[src/rtl/adder_seq_ctrl_if.sv]
// Request/result bundle for the sequenced slice adder.
// The requester drives start/sub/x/y; the controller returns
// busy/done and the held result with its carry and overflow flags.
interface adder_seq_ctrl_if #(
  parameter int N = 4,
  parameter int M = 4
);
  localparam int W = N * M;

  logic         start;
  logic         sub;
  logic [W-1:0] x;
  logic [W-1:0] y;
  logic         busy;
  logic         done;
  logic [W-1:0] s;
  logic         cout;
  logic         overflow;

  modport master (
    output start, sub, x, y,
    input  busy, done, s, cout, overflow
  );

  modport slave (
    input  start, sub, x, y,
    output busy, done, s, cout, overflow
  );
endinterface

[src/rtl/adder_seq_ctrl.sv]
// Multi-cycle W-bit add/subtract built from one shared N-bit ripple slice.
// Operands are captured on an accepted start; each RUN cycle adds one slice,
// least significant first, chaining the carry through c_reg. Subtraction is
// x + ~y + 1, with the +1 injected as the initial carry. The result, carry
// out and signed overflow stay held until the next accepted request.
module adder_seq_ctrl #(
  parameter int N = 4,
  parameter int M = 4
) (
  input logic             clk,
  input logic             rst,
  adder_seq_ctrl_if.slave bus
);
  localparam int W  = N * M;
  localparam int KW = (M > 1) ? $clog2(M) : 1;
  localparam logic [KW-1:0] K_LAST = KW'(M - 1);

  typedef enum logic [1:0] {
    IDLE = 2'd0,
    RUN  = 2'd1,
    DONE = 2'd2
  } state_t;

  state_t state_reg;
  state_t state_next;

  logic [W-1:0]  xa_reg;
  logic [W-1:0]  yb_reg;
  logic [W-1:0]  s_reg;
  logic          c_reg;
  logic          cout_reg;
  logic          overflow_reg;
  logic [KW-1:0] k_reg;

  logic [N-1:0]  a_slice;
  logic [N-1:0]  b_slice;
  logic [N-1:0]  sum_slice;
  logic [N:0]    carry;
  logic          last_slice;

  // Operand slices currently being summed, selected by the slice index.
  assign a_slice    = xa_reg[k_reg*N +: N];
  assign b_slice    = yb_reg[k_reg*N +: N];
  assign last_slice = (k_reg == K_LAST);

  // Shared N-bit ripple adder: carry-in comes from the chained carry register.
  assign carry[0] = c_reg;
  genvar gi;
  generate
    for (gi = 0; gi < N; gi++) begin : g_ripple
      assign sum_slice[gi] = a_slice[gi] ^ b_slice[gi] ^ carry[gi];
      assign carry[gi+1]   = (a_slice[gi] & b_slice[gi]) |
                             (a_slice[gi] & carry[gi])   |
                             (b_slice[gi] & carry[gi]);
    end
  endgenerate

  // State register; reset returns to IDLE immediately, dropping any partial work.
  always_ff @(posedge clk or posedge rst) begin
    if (rst) begin
      state_reg <= IDLE;
    end else begin
      state_reg <= state_next;
    end
  end

  // Next-state decode: start only matters in IDLE, DONE always lasts one cycle.
  always_comb begin
    state_next = state_reg;
    case (state_reg)
      IDLE:    if (bus.start) state_next = RUN;
      RUN:     if (last_slice) state_next = DONE;
      DONE:    state_next = IDLE;
      default: state_next = IDLE;
    endcase
  end

  // Datapath: capture operands on accept, then write one result slice per RUN cycle.
  always_ff @(posedge clk or posedge rst) begin
    if (rst) begin
      xa_reg       <= '0;
      yb_reg       <= '0;
      s_reg        <= '0;
      c_reg        <= 1'b0;
      cout_reg     <= 1'b0;
      overflow_reg <= 1'b0;
      k_reg        <= '0;
    end else begin
      case (state_reg)
        IDLE: begin
          if (bus.start) begin
            xa_reg       <= bus.x;
            yb_reg       <= bus.sub ? ~bus.y : bus.y;
            c_reg        <= bus.sub;
            k_reg        <= '0;
            s_reg        <= '0;
            cout_reg     <= 1'b0;
            overflow_reg <= 1'b0;
          end
        end
        RUN: begin
          s_reg[k_reg*N +: N] <= sum_slice;
          c_reg               <= carry[N];
          if (last_slice) begin
            // Top slice: its MSBs carry the operand and result sign bits.
            cout_reg     <= carry[N];
            overflow_reg <= (a_slice[N-1] & b_slice[N-1] & ~sum_slice[N-1]) |
                            (~a_slice[N-1] & ~b_slice[N-1] & sum_slice[N-1]);
            k_reg        <= '0;
          end else begin
            k_reg <= k_reg + 1'b1;
          end
        end
        default: begin
        end
      endcase
    end
  end

  // Status decoded purely from registered state.
  assign bus.busy     = (state_reg == RUN);
  assign bus.done     = (state_reg == DONE);
  assign bus.s        = s_reg;
  assign bus.cout     = cout_reg;
  assign bus.overflow = overflow_reg;
endmodule

[src/flat_wrapper.sv]
// flat-port wrapper written by rule: the top's interface ports become plain ports
module adder_seq_ctrl_flat 
#(
  parameter int N = 4,
  parameter int M = 4
)
  (clk, rst, bus_start, bus_sub, bus_x, bus_y, bus_busy, bus_done, bus_s, bus_cout, bus_overflow);
  adder_seq_ctrl_if #(.N(N), .M(M)) bus_i ();
  input logic clk;
  input logic rst;
  input wire logic [$bits(bus_i.start)-1:0] bus_start;
  input wire logic [$bits(bus_i.sub)-1:0] bus_sub;
  input wire logic [$bits(bus_i.x)-1:0] bus_x;
  input wire logic [$bits(bus_i.y)-1:0] bus_y;
  output wire logic [$bits(bus_i.busy)-1:0] bus_busy;
  output wire logic [$bits(bus_i.done)-1:0] bus_done;
  output wire logic [$bits(bus_i.s)-1:0] bus_s;
  output wire logic [$bits(bus_i.cout)-1:0] bus_cout;
  output wire logic [$bits(bus_i.overflow)-1:0] bus_overflow;
  assign bus_i.start = bus_start;
  assign bus_i.sub = bus_sub;
  assign bus_i.x = bus_x;
  assign bus_i.y = bus_y;
  assign bus_busy = bus_i.busy;
  assign bus_done = bus_i.done;
  assign bus_s = bus_i.s;
  assign bus_cout = bus_i.cout;
  assign bus_overflow = bus_i.overflow;
  adder_seq_ctrl #(.N(N), .M(M)) u_core (.clk(clk), .rst(rst), .bus(bus_i));
endmodule
[config.mk]
export PLATFORM = sky130hd
export DESIGN_NAME = adder_seq_ctrl_flat
export DESIGN_NICKNAME = d
export VERILOG_FILES = /design/src/rtl/adder_seq_ctrl_if.sv /design/src/rtl/adder_seq_ctrl.sv /design/src/flat_wrapper.sv
export SDC_FILE = /design/constraint.sdc
export NUM_CORES = 1
export LEC_CHECK = 0
export ABC_AREA = 1
export CORE_MARGIN = 2
export CORE_UTILIZATION = 45
export CTS_CLUSTER_DIAMETER = 60
export CTS_CLUSTER_SIZE = 8
export DETAILED_ROUTE_END_ITERATION = 7
export GPL_TIMING_DRIVEN = 0
export PLACE_DENSITY = 0.69
export RECOVER_POWER = 50
export SYNTH_ARGS = -nofsm -noshare
export SYNTH_HDL_FRONTEND = slang
export SYNTH_SLANG_ARGS = --single-unit
[constraint.sdc]
create_clock -name clk -period 3.2 [get_ports clk]
set_input_delay 0.48 -clock clk [delete_from_list [all_inputs] [get_ports clk]]
set_output_delay 0.48 -clock clk [all_outputs]
set_load 0.01 [all_outputs]
==> impl_metrics.env <==
export IMPL_dominantRegCellSynth="dfrtp_1"
export IMPL_syn2layout_area_growth_pct=28.0
export IMPL_drive_gt1_share_pct=10.1
export IMPL_finalSetupViolCount=0
export IMPL_stdcell_area_um2=3650
export IMPL_place_hpwl_um=4630
export IMPL_fin_util_pct=58.5
export IMPL_relSlewSlack_pct=8.70
export IMPL_worstMarginPinSlew_ns=1.37
export IMPL_fmax_ghz=0.330
export IMPL_drv_slew=0
export IMPL_grt_usage_pct=18.3
export IMPL_vias=2308
export IMPL_min_path_type="reg -> reg"
export IMPL_crit_arrival_ns=3.25
export IMPL_start_util_pct=45.7
export IMPL_rsz0062_at_grt="no"
export IMPL_p_comb_share_pct=56.7
export IMPL_overflow=0
export IMPL_switching_share_pct=43.2
export IMPL_fillers=588
export IMPL_die_x_um=83.6
export IMPL_yosysSeqAreaShare_pct=48.3
export IMPL_layout_commonest_cell="nand2_1"
export IMPL_first_pass_iters=4
export IMPL_yosys_warnings=0
export IMPL_min_period_ns=3.03
export IMPL_ir_worst_vdd_mv=0.438
export IMPL_cp_max_fo=10
export IMPL_ios=56
export IMPL_cp_slowest_cell="fa_1"
export IMPL_tns_ns=0
export IMPL_async_flop_share_pct=100
export IMPL_via_per_inst=4.78
export IMPL_numCtsBuffers=5
export IMPL_finalHoldViolCount=0
export IMPL_seqPwrFrac_pct=31.7
export IMPL_h_tree_depth=2
export IMPL_status="completed"
export IMPL_required_ns=3.41
export IMPL_wl_per_cell_um=12.8
export IMPL_cp_common_cell="nand2_1"
export IMPL_pwr_share_clk_pct=11.6
export IMPL_clock_root_buffer="clkbuf_8"
export IMPL_worstPathCellList="buf_6 -> buf_8 -> nor2_1 -> nor2_1 -> o21ai_0 -> o21ai_1 -> fa_2 -> inv_1 -> fa_1 -> fa_2 -> inv_1 -> fa_1 -> inv_2 -> nand2_1 -> nand2_1 -> nor2_1 -> nand2_1 -> nand2_1"
export IMPL_wirelength_um=6170
export IMPL_die_area_um2=6990
export IMPL_holdPathStages=2
export IMPL_dr_first_iter_drc_count=105
export IMPL_antenna_found_initial=0
export IMPL_slowest_delay_ns=0.47
export IMPL_fin_skew_ns=0.0101
export IMPL_rr_worst_depth=18
export IMPL_synth_nets=383
export IMPL_drv_cap=0
export IMPL_grt_max_degree=32
export IMPL_place_congestion=0.826
export IMPL_final_period_utilization_pct=94.7
export IMPL_power_switching_uw=1570
export IMPL_cts_path_max_buffers=2
export IMPL_power_leakage_uw=0.00176
export IMPL_startpoint_type="flop"
export IMPL_fp_dieH_um=83.6
export IMPL_antenna_cells=0
export IMPL_fin_nets=451
export IMPL_synthDistinctLibCells=23
export IMPL_power_density_nw_per_um2=993
export IMPL_first_global_vias=2136
export IMPL_core_um2=6240
export IMPL_holdBufCountCts=0
export IMPL_placed_area_um2=3510
export IMPL_cts_sinks=55
export IMPL_synth_cells=337
export IMPL_route_detailed_drc=0
export IMPL_layout_common_cells="nand2_1, dfrtp_1, clkdlybuf4s50_1"
export IMPL_synth_edff_count=0
export IMPL_critical_path_class="reg -> reg"
export IMPL_end_kind="flop"
export IMPL_detail_route_antenna_nets=0
export IMPL_cts_tree="built"
export IMPL_avgSynthCellArea_um2=8.46
export IMPL_synth_area_um2=2850
export IMPL_grt_pass1_wl_um=10300
export IMPL_p_int_uw=2060
export IMPL_clock_latency_ns=0.31
export IMPL_ys_ff_latch=55
export IMPL_rows=29
export IMPL_clk_pin_slew_ns=0.10
export IMPL_io_buffers=54
-- worst paths after layout --
path,end,slack [ns],start
hold reg to reg,u_core.xa_reg[12],0.49,u_core.xa_reg[12]
hold / removal,u_core.xa_reg[12],0.49,u_core.xa_reg[12]
min in group asynchronous,u_core.xa_reg[0],0.81,rst
setup / recovery,u_core.bus.overflow,0.17,u_core.k_reg[0]
max in group asynchronous,u_core.state_reg[0],0.51,rst
setup reg to reg,u_core.bus.overflow,0.17,u_core.k_reg[0]
-- metal layers --
layer  GRT usage (%)  vias to the layer above  wire, um
met5               0                        -         0
met4            5.13                        0        74
met3            2.87                        7       255
met2            30.7                       54      3000
met1            24.9                     1050      2840
li1                -                     1197         -
-- cell families (layout without fill, tap and decap cells) --
group | count (synthesis) | in the layout | synth area share (%)
AO/OA/AOI/OAI | 39 | 39 | 7.55
adder cells (fa/ha/maj) | 10 | 10 | 5.44
buffers and inverters | 44 | 113 | 8.43
XOR/XNOR | 16 | 16 | 4.91
AND/OR/NAND/NOR | 173 | 173 | 25.4
flip-flops | 55 | 55 | 48.3
-- layout make-up --
class	count	area, um2	area share [%]
Clock buffer	8	100	2.74
Sequential cell	55	1380	37.7
Multi-Input combinational cell	238	1240	33.9
Inverter	26	105	2.88
Buffer	18	135	3.70
Timing Repair Buffer	61	598	16.4
Tap cell	77	96.3	2.64
-- power groups by stage --
stage	registers, uW	logic (uW)	clock network [uW]
after global placement	1150	1860	0
after CTS	1150	1930	431
final	1150	2050	422
after global routing	1190	2330	454
after detailed placement	1160	1910	0
after floorplan	1150	1300	0
-- cells in the mapped netlist (3+ instances only) --
master	number	area share, %
nand2_1	119	16
dfrtp_1	55	48
nand3_1	33	5.8
o21ai_0	29	5.1
inv_1	22	2.9
xnor2_1	16	4.9
nor2_1	11	1.4
buf_6	7	2.8
ha_1	6	2.6
buf_2	4	0.70
buf_4	4	1.1
fa_1	4	2.8
nand2_2	4	0.88
nand4_1	4	0.88
o21ai_1	4	0.70
o21ai_2	4	1.2
clkbuf_1	3	0.39
-- worst max-delay path: cells and delay by family (launching register included) --
kind,cells,cell delay (ns)
compound gates,2,0.24
buf+inv,5,0.49
fa+ha+maj,4,1.43
simple gates,7,0.37
flops,1,0.40
-- through the flow --
| stage | power, uW | std cells | worst slack [ns] | hold slack (ns) |
|---|---|---|---|---|
| finish | 3620 | 483 | 0.168 | 0.491 |
| global route | 3970 | 483 | 0.00845 | 0.507 |
| CTS | 3510 | 477 | 0.0112 | 0.494 |
| detailed placement | 3070 | 469 | -0.189 | 0.467 |
| global placement | 3010 | 468 | -0.127 | 0.467 |
| floorplan | 2450 | 337 | 0.339 | 0.448 |
-- what timing repair did --
item	4_1_cts	5_1_grt
resized for setup	5	15
setup buffers	0	6
setup endpoints to repair	5	4
pin swaps	0	2
No activity file was read; power rests on OpenSTA's default activity.
